**config.mk**
```make
export PLATFORM = sky130hd
export DESIGN_NAME = digit_entry
export DESIGN_NICKNAME = d
export VERILOG_FILES = /design/src/rtl/digit_entry.sv
export SDC_FILE = /design/constraint.sdc
export NUM_CORES = 1
export LEC_CHECK = 0
export ABC_AREA = 1
export BUFFER_PORTS_ARGS = -buffer_cell sky130_fd_sc_hd__buf_2
export CAP_MARGIN = 20
export CORE_MARGIN = 3
export CORE_UTILIZATION = 68
export CTS_BUF_LIST = sky130_fd_sc_hd__clkbuf_2 sky130_fd_sc_hd__clkbuf_4 sky130_fd_sc_hd__clkbuf_8
export DETAILED_ROUTE_END_ITERATION = 8
export GPL_ROUTABILITY_DRIVEN = 0
export PLACE_DENSITY = 0.87
export RECOVER_POWER = 50
export SLEW_MARGIN = 20
export SYNTH_ARGS = -nofsm -noshare
export SYNTH_HDL_FRONTEND = slang
export SYNTH_HIERARCHICAL = 1
export SYNTH_SLANG_ARGS = --single-unit
```
**constraint.sdc**
```tcl
create_clock -name clk -period 2.9 [get_ports clk]
set_input_delay 0.435 -clock clk [delete_from_list [all_inputs] [get_ports clk]]
set_output_delay 0.435 -clock clk [all_outputs]
set_load 0.01 [all_outputs]
```
**src/rtl/digit_entry.sv**
```systemverilog
// Three-digit BCD keypad entry: synchronised, debounced buttons drive a small
// FSM that builds a right-aligned number and holds it until downstream accepts it.

module digit_debounce #(
    parameter int unsigned CYCLES = 500000
) (
    input  logic clk,
    input  logic rst,
    input  logic raw,
    output logic rise
);
    localparam int unsigned CW = $clog2(CYCLES + 1);
    localparam logic [CW-1:0] LAST = CW'(CYCLES - 1);

    logic          sync1_r;
    logic          sync2_r;
    logic          level_r;
    logic          level_d_r;
    logic [CW-1:0] count_r;

    // Synchroniser, stable-run counter and accepted level with its one-cycle delay.
    always_ff @(posedge clk or posedge rst) begin
        if (rst) begin
            sync1_r   <= 1'b0;
            sync2_r   <= 1'b0;
            level_r   <= 1'b0;
            level_d_r <= 1'b0;
            count_r   <= '0;
        end else begin
            sync1_r   <= raw;
            sync2_r   <= sync1_r;
            level_d_r <= level_r;
            if (sync2_r != level_r) begin
                if (count_r == LAST) begin
                    level_r <= sync2_r;
                    count_r <= '0;
                end else begin
                    count_r <= count_r + CW'(1);
                end
            end else begin
                count_r <= '0;
            end
        end
    end

    // Only a fresh 0->1 of the accepted level is an action; release and hold do nothing.
    assign rise = level_r & ~level_d_r;
endmodule

module digit_entry #(
    parameter int unsigned DEBOUNCE_CYCLES = 500000
) (
    input  logic       clk,
    input  logic       rst,
    input  logic [3:0] key_digit,
    input  logic       key_press,
    input  logic       key_enter,
    input  logic       key_clear,
    input  logic       out_ready,
    output logic [3:0] x1,
    output logic [3:0] x2,
    output logic [3:0] x3,
    output logic       out_valid,
    output logic [1:0] digit_cnt,
    output logic       err
);
    typedef enum logic [1:0] {
        IDLE  = 2'd0,
        ENTRY = 2'd1,
        HOLD  = 2'd2
    } state_t;

    logic   press_rise;
    logic   enter_rise;
    logic   clear_rise;

    state_t     state_r;
    state_t     state_n;
    logic [3:0] x1_n;
    logic [3:0] x2_n;
    logic [3:0] x3_n;
    logic [1:0] cnt_n;
    logic       valid_n;
    logic       err_n;

    digit_debounce #(.CYCLES(DEBOUNCE_CYCLES)) u_deb_press (
        .clk  (clk),
        .rst  (rst),
        .raw  (key_press),
        .rise (press_rise)
    );

    digit_debounce #(.CYCLES(DEBOUNCE_CYCLES)) u_deb_enter (
        .clk  (clk),
        .rst  (rst),
        .raw  (key_enter),
        .rise (enter_rise)
    );

    digit_debounce #(.CYCLES(DEBOUNCE_CYCLES)) u_deb_clear (
        .clk  (clk),
        .rst  (rst),
        .raw  (key_clear),
        .rise (clear_rise)
    );

    // State and all outputs are registered here; the comb block only computes next values.
    always_ff @(posedge clk or posedge rst) begin
        if (rst) begin
            state_r   <= IDLE;
            x1        <= 4'd0;
            x2        <= 4'd0;
            x3        <= 4'd0;
            digit_cnt <= 2'd0;
            out_valid <= 1'b0;
            err       <= 1'b0;
        end else begin
            state_r   <= state_n;
            x1        <= x1_n;
            x2        <= x2_n;
            x3        <= x3_n;
            digit_cnt <= cnt_n;
            out_valid <= valid_n;
            err       <= err_n;
        end
    end

    // Action priority is clear > handshake/enter > digit; a losing action is simply dropped.
    always_comb begin
        state_n = state_r;
        x1_n    = x1;
        x2_n    = x2;
        x3_n    = x3;
        cnt_n   = digit_cnt;
        err_n   = 1'b0;
        if (clear_rise) begin
            state_n = IDLE;
            x1_n    = 4'd0;
            x2_n    = 4'd0;
            x3_n    = 4'd0;
            cnt_n   = 2'd0;
        end else begin
            case (state_r)
                IDLE, ENTRY: begin
                    if (enter_rise) begin
                        if (state_r == ENTRY) begin
                            state_n = HOLD;
                        end else begin
                            state_n = IDLE;
                        end
                    end else if (press_rise) begin
                        if ((key_digit > 4'd9) || (digit_cnt == 2'd3)) begin
                            err_n = 1'b1;
                        end else begin
                            x1_n    = x2;
                            x2_n    = x3;
                            x3_n    = key_digit;
                            cnt_n   = digit_cnt + 2'd1;
                            state_n = ENTRY;
                        end
                    end else begin
                        state_n = state_r;
                    end
                end
                HOLD: begin
                    if (out_ready) begin
                        state_n = IDLE;
                        x1_n    = 4'd0;
                        x2_n    = 4'd0;
                        x3_n    = 4'd0;
                        cnt_n   = 2'd0;
                    end else begin
                        state_n = HOLD;
                    end
                end
                default: begin
                    state_n = IDLE;
                    x1_n    = 4'd0;
                    x2_n    = 4'd0;
                    x3_n    = 4'd0;
                    cnt_n   = 2'd0;
                end
            endcase
        end
        valid_n = (state_n == HOLD);
    end
endmodule
```
==> results of run 1 <==
==> state kept, by name, summed over array words and instances (netlist names), 2 cells and up <==
register             flops
digit_cnt                2
u_deb_enter/count_r     19
state_r                  2
x2                       4
u_deb_press/count_r     19
u_deb_clear/count_r     19
x3                       4
x1                       4
==> final timing paths <==
check                                    startpoint  slack [ps]  depth (start not counted)                     end
worst max-delay path            u_deb_press/level_r        1420                          9            digit_cnt[1]
worst min-delay path                      key_clear         200                          1     u_deb_clear/sync1_r
worst max register to register  u_deb_press/level_r        1420                          9            digit_cnt[1]
worst min register to register  u_deb_enter/sync1_r         350                          0     u_deb_enter/sync2_r
max in group asynchronous                       rst        2040                          2  u_deb_clear/count_r[5]
min in group asynchronous                       rst         220                          2               out_valid
==> layer usage <==
metal  GRT usage  vias up
met1       0.312     1794
met4      0.0907        0
met2       0.429       83
met5           0        -
met3      0.0470       11
li1            -     1837
==> power by group <==
part / leakage (nW) / internal, mW / total, mW / switching, mW
registers: 1.19 / 1.24 / 1.27 / 0.0248
logic: 1.01 / 0.0449 / 0.137 / 0.0919
clock network: 0.0940 / 0.410 / 0.812 / 0.402
==> cells by family after synthesis <==
kind of cell,Yosys count
AND/OR/NAND/NOR,344
flip-flops,87
buffers and inverters,82
AO/OA/AOI/OAI,32
XOR/XNOR,24
adder cells (fa/ha/maj),4
==> cell type report <==
cell class | instances | area (um2) | area share
Inverter | 78 | 293 | 0.0575
Timing Repair Buffer | 25 | 124 | 0.0243
Multi-Input combinational cell | 404 | 2210 | 0.435
Clock buffer | 10 | 138 | 0.0270
Sequential cell | 87 | 2180 | 0.428
Clock inverter | 4 | 47.5 | 0.00934
Tap cell | 77 | 96.3 | 0.0189
==> per-stage QoR <==
step,cells,power [mW],util,hold WS (ps)
floorplan,573,1.38,-,331
global placement,671,1.42,0.751,334
detailed placement,671,1.43,0.751,337
CTS,685,2.24,0.779,178
global route,685,2.32,0.779,177
finish,685,2.22,0.779,196
==> cell usage in the layout, fill, tap and decap left out, drive strengths merged <==
master | netlist | routed
o21ai | 7 | 7
buf | 4 | 24
a21oi | 16 | 16
nor3 | 3 | 3
nand2 | 131 | 131
dfrtp | 87 | 87
nand3 | 51 | 51
nor3b | 6 | 6
o21a | 3 | 3
o21bai | 3 | 3
ha | 4 | 4
nor2 | 147 | 147
clkinv | 0 | 2
inv | 78 | 78
clkbuf | 0 | 11
xnor2 | 6 | 6
bufinv | 0 | 1
nand4 | 6 | 6
xor2 | 18 | 18
o22ai | 3 | 3
clkinvlp | 0 | 1
==> critical path: cells and delay by family, from the launching register on <==
kind                   cells  cell delay (ps)
buffers and inverters      2              130
flip-flops                 1              410
AND/OR/NAND/NOR            7              840
==> results.txt, run 1 <==
Status = complete, no violations
Mux share of post-synthesis cell area = 0
Synth Cell Area = 4720 um2
Critical Path Sink Type = flop
Detail Route met2 WL = 4680 um
Root buffer cell = clkbuf_8
Main synth FF type = dfrtp_1
Worst-path clk slew = 90 ps
Most frequent cells after synthesis = nor2_1 (114), nand2_1 (101), dfrtp_1 (87)
Ant. Diodes = 0
Most frequent cell after synthesis = nor2_1
Number of remaining DRC errors = 0
Vias in the first global route = 3608
Worst endpoint required time = 3140 ps
Simple-gate share of the synthesized area = 0.368
Post-DP HPWL = 6570 um
I/O pins = 26
Initial core utilization = 0.723
Max-Cap Viols = 0
Area contributors post-synth = dfrtp_1 (46%), nor2_1 (9.1%), nand2_1 (8.0%), inv_1 (5.6%), nand3_1 (4.2%)
Leading area contributor after synthesis = dfrtp_1
EDFF count, synth = 0
PD cells = 435 nW/um2
CTS Hold Bufs = 0
DR top layer = met4
Post-CTS Setup Bufs = 0
GRT Util Overall = 0.249
Synth top area share = 0.461
Overflow after GRT = 0
CP peak stage delay = 410 ps
Clock Tree Buf Depth = 2
Post-layout nets = 619
Worst Path Class, Setup = reg2reg
Htree depth = 3
Critical path fanouts, max = 15
Core ar. = 6530 um2
Placed cell area = 4900 um2
Final ANT Viol Nets = 0
Post-Route M1 WL = 3950 um
Via count = 3725
Hold Path Class = in2reg
Row cnt = 29
Yosys synthesis warning count = 6
Full die area = 7980 um2
Clk sinks = 87
WL/cell = 13.3 um
Worst-case clock skew = 16.7 ps
Seq cells post-synth = 87
Pre-CTS setup slack = 1450 ps
Max IR drop VDD = 462 uV
Initial antenna violation count = 0
# fillers = 447
Synth Area in XOR/XNOR = 0.0493
RSZ-0062 raised after global routing = no
Largest family of logic cells by synthesized area = simple AND/OR/NAND/NOR gates
Period minus WS final = 1480 ps
Area grow syn2layout = 7.76%
Port bufs = 25
Total Wirelength = 9120 um
Worst skew pair latency = 340 ps
CTS Buf Count = 9
F_max = 675 MHz
Setup TNS = 0 ps
Seq/Total Area, Yosys = 0.461
Slew HR = 0.416
Async set-reset flop share out of synthesis = 1.00
CP Cell Sequence = inv_1 -> nor2_1 -> inv_1 -> nor2_2 -> nand3_2 -> nand2_4 -> nand2_4 -> nand2_1 -> nand2_1
Synth Area per Inst = 8.24 um2
Syn nets = 587
Area fraction in compound gates after synthesis = 0.0411
Die H = 89.3 um
Vias per cell = 5.44
Die Width = 89.3 um
Post-CTS Resized = 0
Final Max Slew Viols = 0
Met3 WL post-DR = 397 um
First-pass iteration count of the detailed router = 4
Setup ws final = 1420 ps
Final period util = 0.511
CTS tree = yes
Endpoints failing hold = 0
Drt first-iter violations = 160
Largest net degree at the start of global routing = 24
Synth cell types = 29
First-pass GRT wire length = 15600 um
Crit-path slowest cell = dfrtp_1
Fin area = 5090 um2
Leak = 2.29 nW
Startpoint Class = flop
Setup violators final = 0
Critical Path AT = 1720 ps
Worst slew pin tran = 875 ps
Post-Synth Adder-Cell Area = 0.0106
Share of post-route cells with drive strength above 1 = 0.212
Post-Synthesis Cells = 573
Power figures use the tool's default switching activity.
==> run 2: changes to the inputs <==
- ABC_AREA: 1 -> 0
- CORE_UTILIZATION: 68 -> 63
- PLACE_DENSITY: 0.87 -> 0.82
- clock period: 2.9 -> 1.4 ns (I/O delays scaled with it)
==> results.txt, run 2 <==
Failing checks = setup timing
CTS Buf Count = 9
Port bufs = 25
GRT Util Overall = 0.309
# fillers = 248
Share of post-route cells with drive strength above 1 = 0.455
Pre-CTS setup slack = -369 ps
Setup ws final = -408 ps
Worst slew pin tran = 731 ps
Via count = 4150
Most frequent cells after synthesis = dfrtp_1 (87), nor2_1 (49), nand2_1 (26)
Clock Tree Buf Depth = 2
EDFF count, synth = 0
Hold Path Class = in2reg
Die H = 88.4 um
Core ar. = 6460 um2
Leak = 2.67 nW
RSZ-0062 raised after global routing = yes
Hold Crit Start = key_digit[0]
Htree depth = 3
PD cells = 810 nW/um2
Full die area = 7820 um2
Critical Path Sink Type = flop
Synth cell types = 47
Critical Path AT = 2050 ps
Largest net degree at the start of global routing = 24
I/O pins = 26
Status = complete, but fails checks
Clk sinks = 87
Post-DP HPWL = 6900 um
Final Max Slew Viols = 0
Area grow syn2layout = 37.1%
Initial core utilization = 0.663
Period minus WS final = 1810 ps
Worst-case clock skew = 13.3 ps
Worst reg2reg setup slack = -410 ps
Total Wirelength = 14300 um
Final ANT Viol Nets = 0
Root buffer cell = clkbuf_8
Seq/Total Area, Yosys = 0.509
R2R depth = 5
CTS tree = yes
Slew HR = 0.508
Worst-path clk slew = 90 ps
Critical path fanouts, max = 8
Initial antenna violation count = 0
Drt first-iter violations = 467
Hold Path End = x3[0]
Worst endpoint required time = 1650 ps
Yosys synthesis warning count = 6
F_max = 553 MHz
Number of remaining DRC errors = 0
Max IR drop VDD = 631 uV
Main synth FF type = dfrtp_1
Seq cells post-synth = 87
Vias per cell = 6.77
Worst Path Class, Setup = reg2reg
Most frequent cell after synthesis = dfrtp_1
Async set-reset flop share out of synthesis = 1.00
Syn nets = 406
Synth Area per Inst = 10.9 um2
Synth top area share = 0.509
Crit Reg-Reg Startpoint = u_deb_enter/count_r[11]
Ant. Diodes = 0
Area contributors post-synth = dfrtp_1 (51%), xor2_1 (4.9%), nor2_1 (4.3%), xnor2_1 (4.3%), nand3_1 (2.5%)
Setup violators final = 71
Vias in the first global route = 3841
Startpoint Class = flop
Total Power = 4.76 mW
Die Width = 88.4 um
FF-to-FF End = u_deb_enter/count_r[12]
Most frequent cells in the layout = buf_4 (105), dfrtp_1 (86), nor2_2 (29), buf_2 (24), xor2_1 (24)
Commonest non-fill, non-tap cell in the layout = buf_4
WL/cell = 23.3 um
WHS Path Cells = 2
Overflow after GRT = 0
Post-layout nets = 547
Max-Cap Viols = 0
Synth Cell Area = 4280 um2
Post-Synthesis Cells = 392
Row cnt = 29
First-pass GRT wire length = 18300 um
Biggest regs = u_deb_clear/count_r (19), u_deb_enter/count_r (19), u_deb_press/count_r (19)
First-pass iteration count of the detailed router = 7
Final period util = 1.29
Endpoints failing hold = 0
Worst skew pair latency = 360 ps
Leading area contributor after synthesis = dfrtp_1
-- run 2: cell types whose count changed in the layout (fill, tap and decap cells not counted), moves of 22 or more --
cell     delta
nand3_1    -22
nand2_1    -78
inv_1      -66
nand2_2    -22
nor2_1     -99
buf_4     +105
-- run 2: where the power goes --
part / switching [mW] / internal [mW] / leakage [nW] / total, mW
clock: 0.921 / 0.824 / 0.0954 / 1.75
sequential: 0.0538 / 2.56 / 1.17 / 2.61
combinational: 0.213 / 0.188 / 1.40 / 0.401
total: 1.19 / 3.57 / 2.67 / 4.76
-- run 2: what timing repair did --
item	in CTS	in global routing
buffers inserted	11	6
setup endpoints to repair	71	72
resized for setup	30	50
hold buffers	4	0
pin swaps	8	12
endpoints found under the hold margin	90	0
cloned	2	3
-- run 2: critical path, cell delays in order, from the launching register on --
cell and delay, ps:
dfrtp_1 390, or4_4 560, nor3_4 280, a21bo_4 240, clkbuf_16 190, nor2_1 50
-- run 2: area by class of cell --
type | count | area [um2] | area share
Multi-Input combinational cell | 282 | 2220 | 0.378
Timing Repair Buffer | 148 | 1170 | 0.200
Clock inverter | 4 | 48.8 | 0.00831
Tap cell | 77 | 96.3 | 0.0164
Sequential cell | 87 | 2180 | 0.371
Inverter | 5 | 18.8 | 0.00320
Clock buffer | 10 | 131 | 0.0224
-- run 2: layer usage --
layer,vias to the layer above,track usage,share of wire
li1,1699,-,-
met1,2041,0.379,0.37
met2,319,0.522,0.49
met3,91,0.0596,0.079
met4,0,0.154,0.059
met5,-,0,0
-- run 2: cell families after synthesis --
| group | after synthesis | share of synthesized area |
|---|---|---|
| buffers and inverters | 23 | 0.0424 |
| flip-flops | 87 | 0.509 |
| AO/OA/AOI/OAI | 55 | 0.101 |
| multiplexers | 3 | 0.0105 |
| XOR/XNOR | 45 | 0.0921 |
| AND/OR/NAND/NOR | 175 | 0.233 |
| adder cells (fa/ha/maj) | 4 | 0.0117 |
-- run 2: per-stage QoR --
stage	utilization	cells	instance area [um2]	TNS, ps	hold WS (ps)
3_3_place_gp	0.801	573	5170	-14300	274
2_1_floorplan	-	392	4350	-15060	149
5_1_grt	0.909	613	5870	-26970	90.9
6_report	0.909	613	5870	-23450	80.6
3_5_place_dp	0.801	573	5170	-18020	280
4_1_cts	0.865	604	5590	-17280	71.8
-- run 2: worst max path at each step --
| stage | from | endpoint | slack, ps | cells after the start |
|---|---|---|---|---|
| after detailed placement | u_deb_press/level_r | x1[3] | -370 | 5 |
| after global placement | u_deb_enter/count_r[7] | u_deb_enter/level_r | -250 | 4 |
| after global routing | u_deb_enter/count_r[1] | u_deb_enter/count_r[12] | -500 | 7 |
| final | u_deb_enter/count_r[11] | u_deb_enter/count_r[12] | -410 | 5 |
| after floorplan | digit_cnt[1] | x1[0] | -390 | 6 |
| after CTS | u_deb_clear/count_r[11] | u_deb_clear/level_r | -300 | 4 |
